### config.mk
export PLATFORM = sky130hd
export DESIGN_NAME = edge_wave_generator_flat
export DESIGN_NICKNAME = d
export VERILOG_FILES = /design/src/rtl/edge_wave_generator_pkg.sv /design/src/rtl/edge_wave_generator_if.sv /design/src/rtl/edge_wave_generator_hold_timer.sv /design/src/rtl/edge_wave_generator.sv /design/src/flat_wrapper.sv
export SDC_FILE = /design/constraint.sdc
export NUM_CORES = 1
export LEC_CHECK = 0
export ABC_CLOCK_PERIOD_IN_PS = 4100
export CAP_MARGIN = 20
export CORE_AREA = 5 5 42 44
export CTS_CLUSTER_DIAMETER = 100
export DETAILED_ROUTE_END_ITERATION = 10
export DIE_AREA = 0 0 47 49
export PLACE_DENSITY = 0.59
export SLEW_MARGIN = 5
export SYNTH_ARGS = -nofsm -noshare
export SYNTH_HDL_FRONTEND = slang
export SYNTH_SLANG_ARGS = --single-unit
export TNS_END_PERCENT = 100
### constraint.sdc
create_clock -name clk -period 4.1 [get_ports clk]
set_input_delay 0.41 -clock clk [delete_from_list [all_inputs] [get_ports clk]]
set_output_delay 0.41 -clock clk [all_outputs]
set_load 0.03 [all_outputs]
### src/rtl/edge_wave_generator_pkg.sv
// Shared state encoding and decode helpers for the edge wave generator.
// The wave level is decoded straight from the state bits, so it has no separate register.
package edge_wave_generator_pkg;

  typedef enum logic [1:0] {
    IDLE_LO = 2'b00,
    HOLD_HI = 2'b01,
    IDLE_HI = 2'b10,
    HOLD_LO = 2'b11
  } wave_state_t;

  function automatic logic wave_of(input wave_state_t s);
    return s[0] ^ s[1];
  endfunction

  function automatic logic is_hold(input wave_state_t s);
    return s[0];
  endfunction

endpackage

### src/rtl/edge_wave_generator_if.sv
// Control/status bundle of the edge wave generator.
// Handshake: tick is a one-cycle strobe with no ready. Every high cycle is either consumed,
// queued in pending, or dropped with ovf set. en gates issue only, never queueing.
interface edge_wave_if #(
    parameter int PEND_W = 2
);
    logic              tick;
    logic              en;
    logic              clr_ovf;
    logic              wave;
    logic [PEND_W-1:0] pending;
    logic              ovf;
    logic              busy;

    modport master (
        output tick, en, clr_ovf,
        input  wave, pending, ovf, busy
    );

    modport slave (
        input  tick, en, clr_ovf,
        output wave, pending, ovf, busy
    );
endinterface

### src/rtl/edge_wave_generator_hold_timer.sv
// Minimum-hold timer: counts cycles while run is high and flags the last hold cycle.
// The counter returns to zero on done, so consecutive holds need no explicit re-arm.
module hold_timer #(
    parameter int MIN_HOLD = 3
) (
    input  logic clk,
    input  logic rst,
    input  logic start,
    input  logic run,
    output logic done
);
    localparam int CNT_W = (MIN_HOLD > 1) ? $clog2(MIN_HOLD) : 1;
    localparam logic [CNT_W-1:0] LAST = CNT_W'(MIN_HOLD - 1);

    logic [CNT_W-1:0] hold_cnt;

    assign done = run && (hold_cnt == LAST);

    always_ff @(posedge clk) begin
        if (rst || start) begin
            hold_cnt <= '0;
        end else if (run) begin
            hold_cnt <= done ? '0 : hold_cnt + 1'b1;
        end
    end
endmodule

### src/rtl/edge_wave_generator.sv
// Turns tick strobes into level toggles on wave, holding each level at least MIN_HOLD
// cycles. Ticks that cannot be issued yet wait in a saturating pending counter.
module edge_wave_generator
  import edge_wave_generator_pkg::*;
#(
    parameter int MIN_HOLD = 3,
    parameter int PEND_W   = 2
) (
    input  logic        clk,
    input  logic        rst,
    edge_wave_if.slave  bus,
    output wave_state_t state_dbg
);
    localparam logic [PEND_W-1:0] PEND_MAX = '1;

    wave_state_t       state;
    wave_state_t       state_nxt;
    logic [PEND_W-1:0] pending;
    logic              ovf;
    logic              in_idle;
    logic              pend_nz;
    logic              go;
    logic              inc;
    logic              dec;
    logic              hold_done;

    assign in_idle = ~is_hold(state);
    assign pend_nz = (pending != '0);
    assign go      = in_idle & bus.en & (bus.tick | pend_nz);
    // A tick issued directly from idle with an empty queue never touches pending.
    assign inc     = bus.tick & ~(in_idle & bus.en & ~pend_nz);
    assign dec     = in_idle & bus.en & pend_nz;

    hold_timer #(.MIN_HOLD(MIN_HOLD)) u_hold_timer (
        .clk   (clk),
        .rst   (rst),
        .start (go),
        .run   (is_hold(state)),
        .done  (hold_done)
    );

    always_ff @(posedge clk) begin
        if (rst) begin
            state <= IDLE_LO;
        end else begin
            state <= state_nxt;
        end
    end

    always_comb begin
        state_nxt = state;
        case (state)
            IDLE_LO: if (go)        state_nxt = HOLD_HI;
            HOLD_HI: if (hold_done) state_nxt = IDLE_HI;
            IDLE_HI: if (go)        state_nxt = HOLD_LO;
            HOLD_LO: if (hold_done) state_nxt = IDLE_LO;
            default:                state_nxt = IDLE_LO;
        endcase
    end

    always_ff @(posedge clk) begin
        if (rst) begin
            pending <= '0;
        end else if (inc && !dec && pending != PEND_MAX) begin
            pending <= pending + 1'b1;
        end else if (dec && !inc) begin
            pending <= pending - 1'b1;
        end
    end

    // A drop in the same cycle as clr_ovf keeps the flag set.
    always_ff @(posedge clk) begin
        if (rst) begin
            ovf <= 1'b0;
        end else if (inc && !dec && pending == PEND_MAX) begin
            ovf <= 1'b1;
        end else if (bus.clr_ovf) begin
            ovf <= 1'b0;
        end
    end

    assign bus.wave    = wave_of(state);
    assign bus.pending = pending;
    assign bus.ovf     = ovf;
    assign bus.busy    = is_hold(state) | pend_nz;
    assign state_dbg   = state;
endmodule

### src/flat_wrapper.sv
// flat-port wrapper written by rule: the top's interface ports become plain ports
module edge_wave_generator_flat import edge_wave_generator_pkg::*;
#(
    parameter int MIN_HOLD = 3,
    parameter int PEND_W   = 2
)
  (clk, rst, state_dbg, bus_tick, bus_en, bus_clr_ovf, bus_wave, bus_pending, bus_ovf, bus_busy);
  edge_wave_if #(.PEND_W(PEND_W)) bus_i ();
  input  logic clk;
  input  logic rst;
  output wave_state_t state_dbg;
  input wire logic [$bits(bus_i.tick)-1:0] bus_tick;
  input wire logic [$bits(bus_i.en)-1:0] bus_en;
  input wire logic [$bits(bus_i.clr_ovf)-1:0] bus_clr_ovf;
  output wire logic [$bits(bus_i.wave)-1:0] bus_wave;
  output wire logic [$bits(bus_i.pending)-1:0] bus_pending;
  output wire logic [$bits(bus_i.ovf)-1:0] bus_ovf;
  output wire logic [$bits(bus_i.busy)-1:0] bus_busy;
  assign bus_i.tick = bus_tick;
  assign bus_i.en = bus_en;
  assign bus_i.clr_ovf = bus_clr_ovf;
  assign bus_wave = bus_i.wave;
  assign bus_pending = bus_i.pending;
  assign bus_ovf = bus_i.ovf;
  assign bus_busy = bus_i.busy;
  edge_wave_generator #(.MIN_HOLD(MIN_HOLD), .PEND_W(PEND_W)) u_core (.clk(clk), .rst(rst), .bus(bus_i), .state_dbg(state_dbg));
endmodule
After elaboration in Yosys (flattened, before gate mapping)
Cells that the tools add are included.
Widths: inputs -> output; s select.
{"block": "op_classes", "addsub": 3, "mul": 0, "div": 0, "magnitude_cmp": 0, "n_eq_ne": 10, "n_shift": 0, "mux": 10, "bitwise": 11, "n_reduce_logical": 13}
{"operator": "$mux 2", "count": 7}
{"operator": "$ne 2x2->1 const B", "count": 5}
{"operator": "$eq 2x2->1 const B", "count": 4}
{"operator": "$pmux 2 s4", "count": 1}
{"operator": "$reduce_bool 2->1", "count": 3}
{"operator": "$and 1x1->1", "count": 5}
{"operator": "$logic_and 1x1->1", "count": 5}
{"operator": "$add 2x1->2 const B", "count": 2}
{"operator": "$reduce_and 4->1", "count": 1}
{"operator": "$not 1->1", "count": 3}
{"operator": "$eq 2x1->1 const B", "count": 1}
{"operator": "$logic_not 1->1", "count": 2}
{"operator": "$logic_not 2->1", "count": 1}
{"operator": "$mux 1", "count": 2}
{"operator": "$or 1x1->1", "count": 2}
{"operator": "$sub 2x1->2 const B", "count": 1}
{"operator": "$logic_or 1x1->1", "count": 1}
{"operator": "$xor 1x1->1", "count": 1}
{"block": "totals", "reg_bits": 7, "latchBits": 0, "ram_bits": 0, "romBits": 0, "inputBits": 5, "output_inout_bits": 7, "elab_cells": 51, "mem_count": 0}

Longest topological paths before layout
{"block": "depth", "word_depth": 9, "depth_mapped": 5, "ltp_nobuf": 5}

Hierarchy
From an unflattened synthesis, not the netlist that was laid out.
{"block": "hier_totals", "cells_unflattened": 49, "hier_area_um2": 481.7}
{"mod": "edge_wave_generator", "n_inst": 1, "cells_each": 40, "area_each_um2": 384.1, "seq_area_each_um2": 100.1}
{"mod": "hold_timer", "n_inst": 1, "cells_each": 9, "area_each_um2": 97.6, "seq_area_each_um2": 40.0}

Worst setup path after synthesis
Ideal clock, no wire load.
{"block": "synth_timing", "path_kind": "reg2reg", "start": "register u_core.state[1] (netlist: u_core.state_dbg[1])", "end": "register u_core.state[1] (netlist: u_core.state_dbg[1])", "setup_time_ps": 70, "arrival_time_ps": 1608, "required_time_ps": 4030, "setup_slack_ps": 2422, "path_stages_with_launch": 5, "n_path_buf": 0, "synth_period_minus_slack_ps": 1678, "cell_sequence": "dfxtp_1 -> inv_1 -> ha_1 -> or3b_1 -> a21oi_1"}
{"block": "synth_between", "elab_chain_len": 3, "elab_cells_between_ends": 10, "cone_classes": "eq/ne (7); mux (1); reduce/logical (2)"}
{"element": "start, declared", "line_no": "edge_wave_generator.sv:16", "text": "wave_state_t state;"}
{"element": "start signal, assigned", "line_no": "edge_wave_generator.sv:46", "text": "state <= state_nxt;"}
{"element": "$eq 2x2->1 (tied with other cells)", "line_no": "edge_wave_generator.sv:52", "text": "case (state)"}
{"element": "$ne 2x2->1 (no source line)"}
{"element": "$reduce_and 4->1 (no source line)"}
Several ways; a longest one is shown, not always the timed one.
A chain may end at the register's enable or synchronous reset.

Worst setup path after layout
{"block": "layout_timing", "start": "register u_core.state[0] (netlist: u_core.state_dbg[0])", "end": "output port bus_wave"}
{"block": "layout_between", "elab_chain_len": 1}
{"element": "$xor 1x1->1", "line_no": "edge_wave_generator_pkg.sv:13", "text": "return s[0] ^ s[1];"}
{"element": "end, declared", "line_no": "flat_wrapper.sv:15", "text": "output wire logic [$bits(bus_i.wave)-1:0] bus_wave;"}
Every way passes these cells.

==> results.tsv <==
metric	value	unit
CTS H-tree lvls	1	
net switching share of the total power	0.422	
Worst slew margin	0.791	
Top Metal Used	met4	
Worst setup SP type	flop	
final setup violation count	0	
# hold bufs at CTS	0	
Tmin final	2.16	ns
Max Slew Vio Count	0	
PortBufs	11	
hold_ws	0.474	ns
power per cell area	648	mW/mm²
clock root cell	clkbuf_4	
area delta synth->final	36.5	%
core area	0.00140	mm²
initial DRC count	7	
post_cts resized	0	
Mapped Nets	57	
Max Cap Viol	0	
cell taking the most area after synthesis	dfxtp_1	
Mapped Avg Cell Area	8.68	µm²
Arr. time, crit path	1.75	ns
FMAX	463	MHz
initial antenna violation count	0	
Initial Utilization	0.291	
Synth Register Bits	7	
Worst VDD drop	303	µV
Seq pwr share	0.283	
outcome	finished, final reports clean	
Tcrit/Tclk final	0.527	
Worst setup EP type	primary output	
vias in the first global route	317	
Die X	47	µm
largest family of logic cells by synthesized area	simple AND/OR/NAND/NOR gates	
Mapped Area	408	µm²
clk_skew	0.00234	ns
Post-CTS Setup Repair Bufs	0	
critical path class	reg2out	
simple-gate share of the synthesized area	0.252	
row cnt	14	
CTS tree	built	
Yosys warning total	0	
Yosys cell types	23	
largest net degree at the start of global routing	9	
Sum Neg Setup Slack	0	ns
metal2 WL	445	µm
global-route wire length before repair	1320	µm
Clk pwr share	0.176	
adder-cell share of the synthesized area	0.153	
Worst Tran Pin Value	0.312	ns
Final Hold Vio Count	0	
Pleak	0.205	nW
vias after detailed routing	379	
Post-Syn Instances	47	
Vias/cell	4.92	
die height	49	µm
Yosys top cell area share	0.344	
worst min path class	reg2reg	
peak fanout along the critical path	8	
CTS sink cnt	7	
Nets	72	
GPL Wtd Cong	0.739	
TritonCTS Buffers	3	
RSZ-0062 raised after global routing	no	
IO Count	12	
WL met3	61	µm
worst skew pair latency	0.25	ns
Detail Route Antenna Nets	0	
post-synthesis mux area share	0	
DR DRC count	0	
xor/xnor share of the synthesized area	0	
grt ovf	0	
die area	0.00230	mm²
Routed WL per cell	11.6	µm
Synth Area in Compound Gates	0.206	
Worst EP required	3.69	ns
largest cells by area after synthesis	dfxtp_1, ha_1, a21oi_1	
gr usage total	0.0846	
post-DP HPWL	670	µm
Seq/Total Area, Yosys	0.344	
Reg clk slew, reported paths	0.05	ns
Pint	0.209	mW
WL final	894	µm
combinational share of power	0.542	
wl on met1	371	µm
clk buf depth	2	
drt pass-1 iters	3	
fraction of layout cells with a size suffix above 1	0.115	
ant diodes	0	
Switch Pwr	0.152	mW
flip-flops by register name, indices dropped and copies added, names as in the netlist:
register	flops
u_core.state_dbg	2
u_core.u_hold_timer.hold_cnt	2
u_core.bus.ovf	1
u_core.bus.pending	2
worst paths after layout:
kind | start | endpoint | slack [ns] | cells past startpoint
worst max-delay path | u_core.state_dbg[0] | bus_wave | 1.94 | 3
worst min-delay path | u_core.bus.ovf | u_core.bus.ovf | 0.47 | 2
worst max register to register | u_core.state_dbg[0] | u_core.state_dbg[1] | 2.55 | 5
worst min register to register | u_core.bus.ovf | u_core.bus.ovf | 0.47 | 2
synthesized netlist by cell type (all sizes together):
cell and n:
o32a 1, o22a 1, nor3 5, ha 5, a21oi 6, nand3 1, nand3b 1, and3 1
nor4 1, buf 1, dfxtp 7, inv 3, o21ai 4, or3b 1, and2 1, o21a 1
nor2b 1, nand2b 2, or3 1, o211ai 1, nor2 2
final cells by class:
type,count,area (µm²)
Timing Repair Buffer,11,110
Tap cell,16,20.0
Clock buffer,4,26.3
Fill cell,153,845
Sequential cell,7,140
Multi-Input combinational cell,36,249
Inverter,3,11.3
power by group through the flow:
| stage | Sequential, mW | Combinational [mW] | Clock, mW |
|---|---|---|---|
| 2_1_floorplan | 0.113 | 0.127 | 0 |
| 3_3_place_gp | 0.103 | 0.198 | 0 |
| 3_5_place_dp | 0.104 | 0.196 | 0 |
| 4_1_cts | 0.102 | 0.197 | 0.0662 |
| 5_1_grt | 0.105 | 0.212 | 0.0709 |
| 6_report | 0.102 | 0.195 | 0.0633 |
cells in the final DEF (no fill, tap or decap), types with 2 or more instances in the layout:
cell and n:
a21oi_1 6, clkbuf_4 3, clkdlybuf4s50_1 11, dfxtp_1 7, ha_1 5, inv_1 2, nor2_1 2, nor3_1 5
o21ai_0 4
worst max-delay path: stages, from the launching register on:
cell,delay (ns)
dfxtp_1,0.43
inv_2,0.11
ha_1,0.30
clkdlybuf4s50_1,0.67
per-layer routing:
metal	global-route usage	vias up
met1	0.0859	168
met2	0.120	12
met4	0.0553	0
li1	-	197
met3	0.0590	2
met5	0	-
per-stage QoR:
stage | worst slack [ns] | std cells | util | power [mW] | area [µm²]
3_3_place_gp | 2.21 | 73 | 0.379 | 0.301 | 531
4_1_cts | 1.92 | 77 | 0.397 | 0.366 | 557
3_5_place_dp | 2.19 | 73 | 0.379 | 0.300 | 531
5_1_grt | 1.79 | 77 | 0.397 | 0.388 | 557
6_report | 1.94 | 77 | 0.397 | 0.361 | 557
2_1_floorplan | 2.42 | 47 | - | 0.240 | 408
kinds of logic (layout without fill, tap and decap cells):
logic type | after synthesis | count (layout)
flip-flops | 7 | 7
adder cells (fa/ha/maj) | 5 | 5
buffers and inverters | 4 | 18
AND/OR/NAND/NOR | 17 | 17
AO/OA/AOI/OAI | 14 | 14
Power figures use the tool's default switching activity.
